<file path="src/rtl/memory_port_arbiter.sv">
// Round-robin arbiter sharing one single-outstanding memory port between
// instruction fetch (ch0) and data load/store (ch1).
module memory_port_arbiter #(
   parameter int ADDR_WIDTH = 32,
   parameter int DATA_WIDTH = 32
) (
   input  logic                  clock,
   input  logic                  reset,

   input  logic                  req0_valid,
   input  logic [ADDR_WIDTH-1:0] req0_address,
   input  logic [DATA_WIDTH-1:0] req0_wdata,
   input  logic                  req0_write,
   output logic                  req0_ready,
   output logic                  req0_rvalid,
   output logic [DATA_WIDTH-1:0] req0_rdata,

   input  logic                  req1_valid,
   input  logic [ADDR_WIDTH-1:0] req1_address,
   input  logic [DATA_WIDTH-1:0] req1_wdata,
   input  logic                  req1_write,
   output logic                  req1_ready,
   output logic                  req1_rvalid,
   output logic [DATA_WIDTH-1:0] req1_rdata,

   output logic                  mem_valid,
   input  logic                  mem_ready,
   output logic [ADDR_WIDTH-1:0] mem_address,
   output logic [DATA_WIDTH-1:0] mem_wdata,
   output logic                  mem_write,
   input  logic                  mem_rvalid,
   input  logic [DATA_WIDTH-1:0] mem_rdata,

   output logic                  grant_sel
);

   typedef enum logic [1:0] {
      S_IDLE,
      S_ISSUE,
      S_WAIT
   } state_t;

   state_t state, state_nxt;
   logic   grant_nxt;
   logic   last_grant, last_nxt;

   // last_grant resets to ch1 so the first tie after reset goes to ch0
   always_ff @(posedge clock) begin
      if (reset) begin
         state      <= S_IDLE;
         grant_sel  <= 1'b0;
         last_grant <= 1'b1;
      end else begin
         state      <= state_nxt;
         grant_sel  <= grant_nxt;
         last_grant <= last_nxt;
      end
   end

   always_comb begin
      state_nxt   = state;
      grant_nxt   = grant_sel;
      last_nxt    = last_grant;
      mem_valid   = 1'b0;
      req0_ready  = 1'b0;
      req1_ready  = 1'b0;
      req0_rvalid = 1'b0;
      req1_rvalid = 1'b0;
      case (state)
         S_IDLE: begin
            if (req0_valid || req1_valid) begin
               grant_nxt = (req0_valid && req1_valid) ? ~last_grant : req1_valid;
               state_nxt = S_ISSUE;
            end
         end
         S_ISSUE: begin
            mem_valid = 1'b1;
            if (mem_ready) begin
               req0_ready = ~grant_sel;
               req1_ready = grant_sel;
               state_nxt  = S_WAIT;
            end
         end
         S_WAIT: begin
            if (mem_rvalid) begin
               req0_rvalid = ~grant_sel;
               req1_rvalid = grant_sel;
               last_nxt    = grant_sel;
               state_nxt   = S_IDLE;
            end
         end
         default: state_nxt = S_IDLE;
      endcase
   end

   assign mem_address = grant_sel ? req1_address : req0_address;
   assign mem_wdata   = grant_sel ? req1_wdata   : req0_wdata;
   assign mem_write   = grant_sel ? req1_write   : req0_write;
   assign req0_rdata  = mem_rdata;
   assign req1_rdata  = mem_rdata;

endmodule

</file>
<file path="config.mk">
export PLATFORM = sky130hd
export DESIGN_NAME = memory_port_arbiter
export DESIGN_NICKNAME = d
export VERILOG_FILES = /design/src/rtl/memory_port_arbiter.sv
export SDC_FILE = /design/constraint.sdc
export NUM_CORES = 1
export LEC_CHECK = 0
export BUFFER_PORTS_ARGS = -buffer_cell sky130_fd_sc_hd__clkbuf_2
export CAP_MARGIN = 25
export CORE_AREA = 2 2 117 119
export CTS_BUF_LIST = sky130_fd_sc_hd__clkbuf_4 sky130_fd_sc_hd__clkbuf_8
export DETAILED_ROUTE_END_ITERATION = 10
export DIE_AREA = 0 0 119 121
export GPL_TIMING_DRIVEN = 0
export PLACE_DENSITY = 0.48
export SLEW_MARGIN = 20
export SYNTH_ARGS = -nofsm -noshare
export SYNTH_HDL_FRONTEND = slang
export SYNTH_SLANG_ARGS = --single-unit
</file>
<file path="constraint.sdc">
create_clock -name clock -period 2.3 [get_ports clock]
set_input_delay 0.23 -clock clock [delete_from_list [all_inputs] [get_ports clock]]
set_output_delay 0.23 -clock clock [all_outputs]
set_load 0.05 [all_outputs]
</file>
==> impl_metrics.py <==
metrics = {
    "synth": {
        "yosysSeqAreaShare_pct": 5.374,
        "synth_nets": 326,
        "yosys.area.top_type_share_pct": 44.58,
        "yosysMostFrequentCell": "buf_4",
        "synth_cell_types": 20,
        "synth_common_cells": "buf_4, mux2_2, mux2_4",
        "synth_area_um2": 1490,
        "syn_inst": 158,
        "ys_async_sr_fraction_pct": 0,
        "synth_adder_area_share_pct": 0,
        "synth_top_family_by_area": "multiplexers",
        "synthMuxAreaShare_pct": 50.63,
        "synth-seq-cells": 4,
        "ys.warnings.count": 0,
        "syn_area_per_cell_um2": 9.432,
        "synth_xor_area_share_pct": 0,
        "synthSimpleGateAreaFrac_pct": 5.374,
        "synth_compound_area_share_pct": 2.183,
        "synth_area_leaders": "mux2_2, buf_4, mux2_4, dfxtp_1, buf_6",
        "synth_top_area_cell": "mux2_2",
        "synthFlopType": "dfxtp_1",
        "synth-edff-count": 0,
    },
    "sta": {
        "clock.fmax_mhz": 542.3,
        "min_period_over_period_pct": 80.17,
        "setup_violations": 0,
        "worst_pin_slew_ns": 0.3044,
        "fin_setup_tns_ns": 0,
        "hold_violations": 0,
        "whs_ns": 0.2448,
        "skew_ns": 0.003511,
        "slew_viol_final": 0,
        "setup_slack_ns": 0.4560,
        "period_needed_ns": 1.844,
        "slew_headroom_pct": 79.18,
        "rsz0062_at_grt": "no",
    },
    "clock_tree": {
        "cts_resized": 0,
        "clk_latency_ns": 0.22,
        "htreeDepth": 1,
        "cts_buffers": 3,
        "post-cts-setup-buffer-count": 0,
        "cts_tree": "done",
        "clk_pin_slew_worst_paths_ns": 0.03,
        "cts_max_path_buffers": 2,
        "cts_root_buf": "clkbuf_8",
        "hold_buffers": 0,
        "clock-sinks": 4,
    },
    "pwr": {
        "power_frac_comb_pct": 83.3,
        "p_int_w": 0.0005623,
        "p_leak_nw": 1.834,
        "power_density_nw_per_um2": 448.0,
        "clkPwrFrac_pct": 10.8,
        "ir_drop_mv": 0.1249,
        "power_w": 0.001390,
        "switching_share_pct": 59.55,
        "power_switching_w": 0.0008278,
        "seqPwrFrac_pct": 5.9,
    },
    "die": {
        "die_y_um": 121,
        "dieWidth_um": 119,
        "initial_core_util_pct": 11.39,
        "core-area_um2": 13090,
        "rows": 42,
        "ioPinCount": 303,
        "dieArea_um2": 14400,
    },
    "setup_path": {
        "r2r_start": "state[0]$_SDFFE_PP0P_",
        "max_stage_delay_ns": 0.39,
        "startpoint_type": "register",
        "r2r-end": "grant_sel$_SDFFE_PP0P_",
        "cp_max_fo": 10,
        "reg2reg_slack_ns": 1.18,
        "slowest_stage": "mux2_2",
        "reg2reg_depth": 2,
        "crit_arrival_ns": 1.61,
        "cp_cell_sequence": "buf_6 -> buf_2 -> mux2_2 -> clkbuf_2",
        "end_kind": "output pin",
        "worstPathRequired_ns": 2.07,
        "crit_type": "register to output pin",
    },
    "placement": {
        "dp_hpwl_um": 6450,
        "dp_slack_ns": 0.6433,
        "gp_congestion": 0.6779,
        "io_buffers": 270,
    },
    "detailed_routing": {
        "avgViaCountPerCell": 3.463,
        "detail_route.wl_per_cell_um": 11.47,
        "firstDrtPassIters": 4,
        "drt_iter0_drc": 15,
        "finalWirelength_um": 6960,
        "ant_nets": 0,
        "vias": 2102,
        "drcViolationCount": 0,
    },
    "hold_path": {
        "whs_path_depth": 2,
        "hold_end": "state[1]$_SDFFE_PP0P_",
        "min-delay-start": "reset",
        "hp-class": "input pin to register",
    },
    "outcome": {
        "outcome": "completed",
    },
    "grt": {
        "grt_pass1_wl_um": 9494,
        "grt.overflow.total": 0,
        "antenna_found_initial": 0,
        "grt_pass1_vias": 1895,
        "grt_max_degree": 11,
        "groute.usage.overall_pct": 8.126,
    },
    "layout": {
        "drive_gt1_share_pct": 95.13,
        "antenna_cells": 0,
        "regArea_um2": 80.08,
        "multiInputGateArea_um2": 867.1,
        "nets": 601,
        "synthToLayoutAreaGrowth_pct": 108.2,
        "fillers": 1433,
    },
    "run": {
        "max_cap_violations": 0,
    },
}
==> sequential cells by signal (all words and copies together) (netlist names) <==
name,count
state,2
grant_sel,1
last_grant,1
==> power groups by stage <==
stage / Combinational [W] / Sequential, W / Clock, W
3_3_place_gp: 0.00116 / 0.0000818 / 0
6_report: 0.00116 / 0.0000814 / 0.000150
5_1_grt: 0.00121 / 0.0000826 / 0.000155
3_5_place_dp: 0.00117 / 0.0000822 / 0
2_1_floorplan: 0.000872 / 0.0000848 / 0
4_1_cts: 0.00117 / 0.0000813 / 0.000153
==> per-stage QoR <==
step | std cells | util [%] | cell area, µm²
6_report | 607 | 23.71 | 3103
3_3_place_gp | 604 | 23.40 | 3062
3_5_place_dp | 604 | 23.40 | 3062
4_1_cts | 607 | 23.71 | 3103
2_1_floorplan | 158 | - | 1490
5_1_grt | 607 | 23.71 | 3103
==> cell usage in the layout, fill, tap and decap left out, types with 2 or more instances in the layout <==
cell type | netlist | routed
clkbuf_2 | 0 | 270
nor2_1 | 2 | 2
mux2_4 | 6 | 6
nand3b_1 | 2 | 2
clkbuf_8 | 0 | 3
or3b_1 | 2 | 2
buf_6 | 3 | 3
buf_2 | 5 | 5
buf_4 | 64 | 64
mux2_2 | 59 | 59
dfxtp_1 | 4 | 4
==> worst max-delay path by stage <==
stage	cells past startpoint	from	slack, ns	endpoint
finish	4	grant_sel$_SDFFE_PP0P_	0.46	mem_address[20]
global route	5	grant_sel$_SDFFE_PP0P_	0.37	mem_wdata[24]
CTS	4	grant_sel$_SDFFE_PP0P_	0.41	mem_address[20]
detailed placement	4	grant_sel$_SDFFE_PP0P_	0.64	mem_address[20]
global placement	4	grant_sel$_SDFFE_PP0P_	0.66	mem_address[20]
floorplan	2	state[0]$_SDFFE_PP0P_	0.33	req1_ready
==> worst max-delay path, delay by kind of cell, from the launching register on <==
family / cells / cell delay, ns
DFF: 1 / 0.35
buffers and inverters: 3 / 0.64
muxes: 1 / 0.39
==> kinds of logic after synthesis <==
logic type	Yosys count
and+or+nand+nor	12
buffers and inverters	73
muxes	65
AOI/OAI and AO/OA	4
DFF	4
==> layer usage <==
metal	GRT usage, %	share of wire [%]	vias to the layer above
met5	0	0	-
met4	1.339	0.42	0
met3	1.269	7.6	4
met2	15.73	55	130
met1	9.476	37	935
li1	-	-	1033
==> area by class of cell <==
class,count,share of cell area [%]
Inverter,1,0.1210
Clock buffer,3,1.331
Tap cell,176,7.097
Sequential cell,4,2.581
Buffer,72,17.38
Multi-Input combinational cell,81,27.94
Timing Repair Buffer,270,43.55
Power figures use the tool's default switching activity.
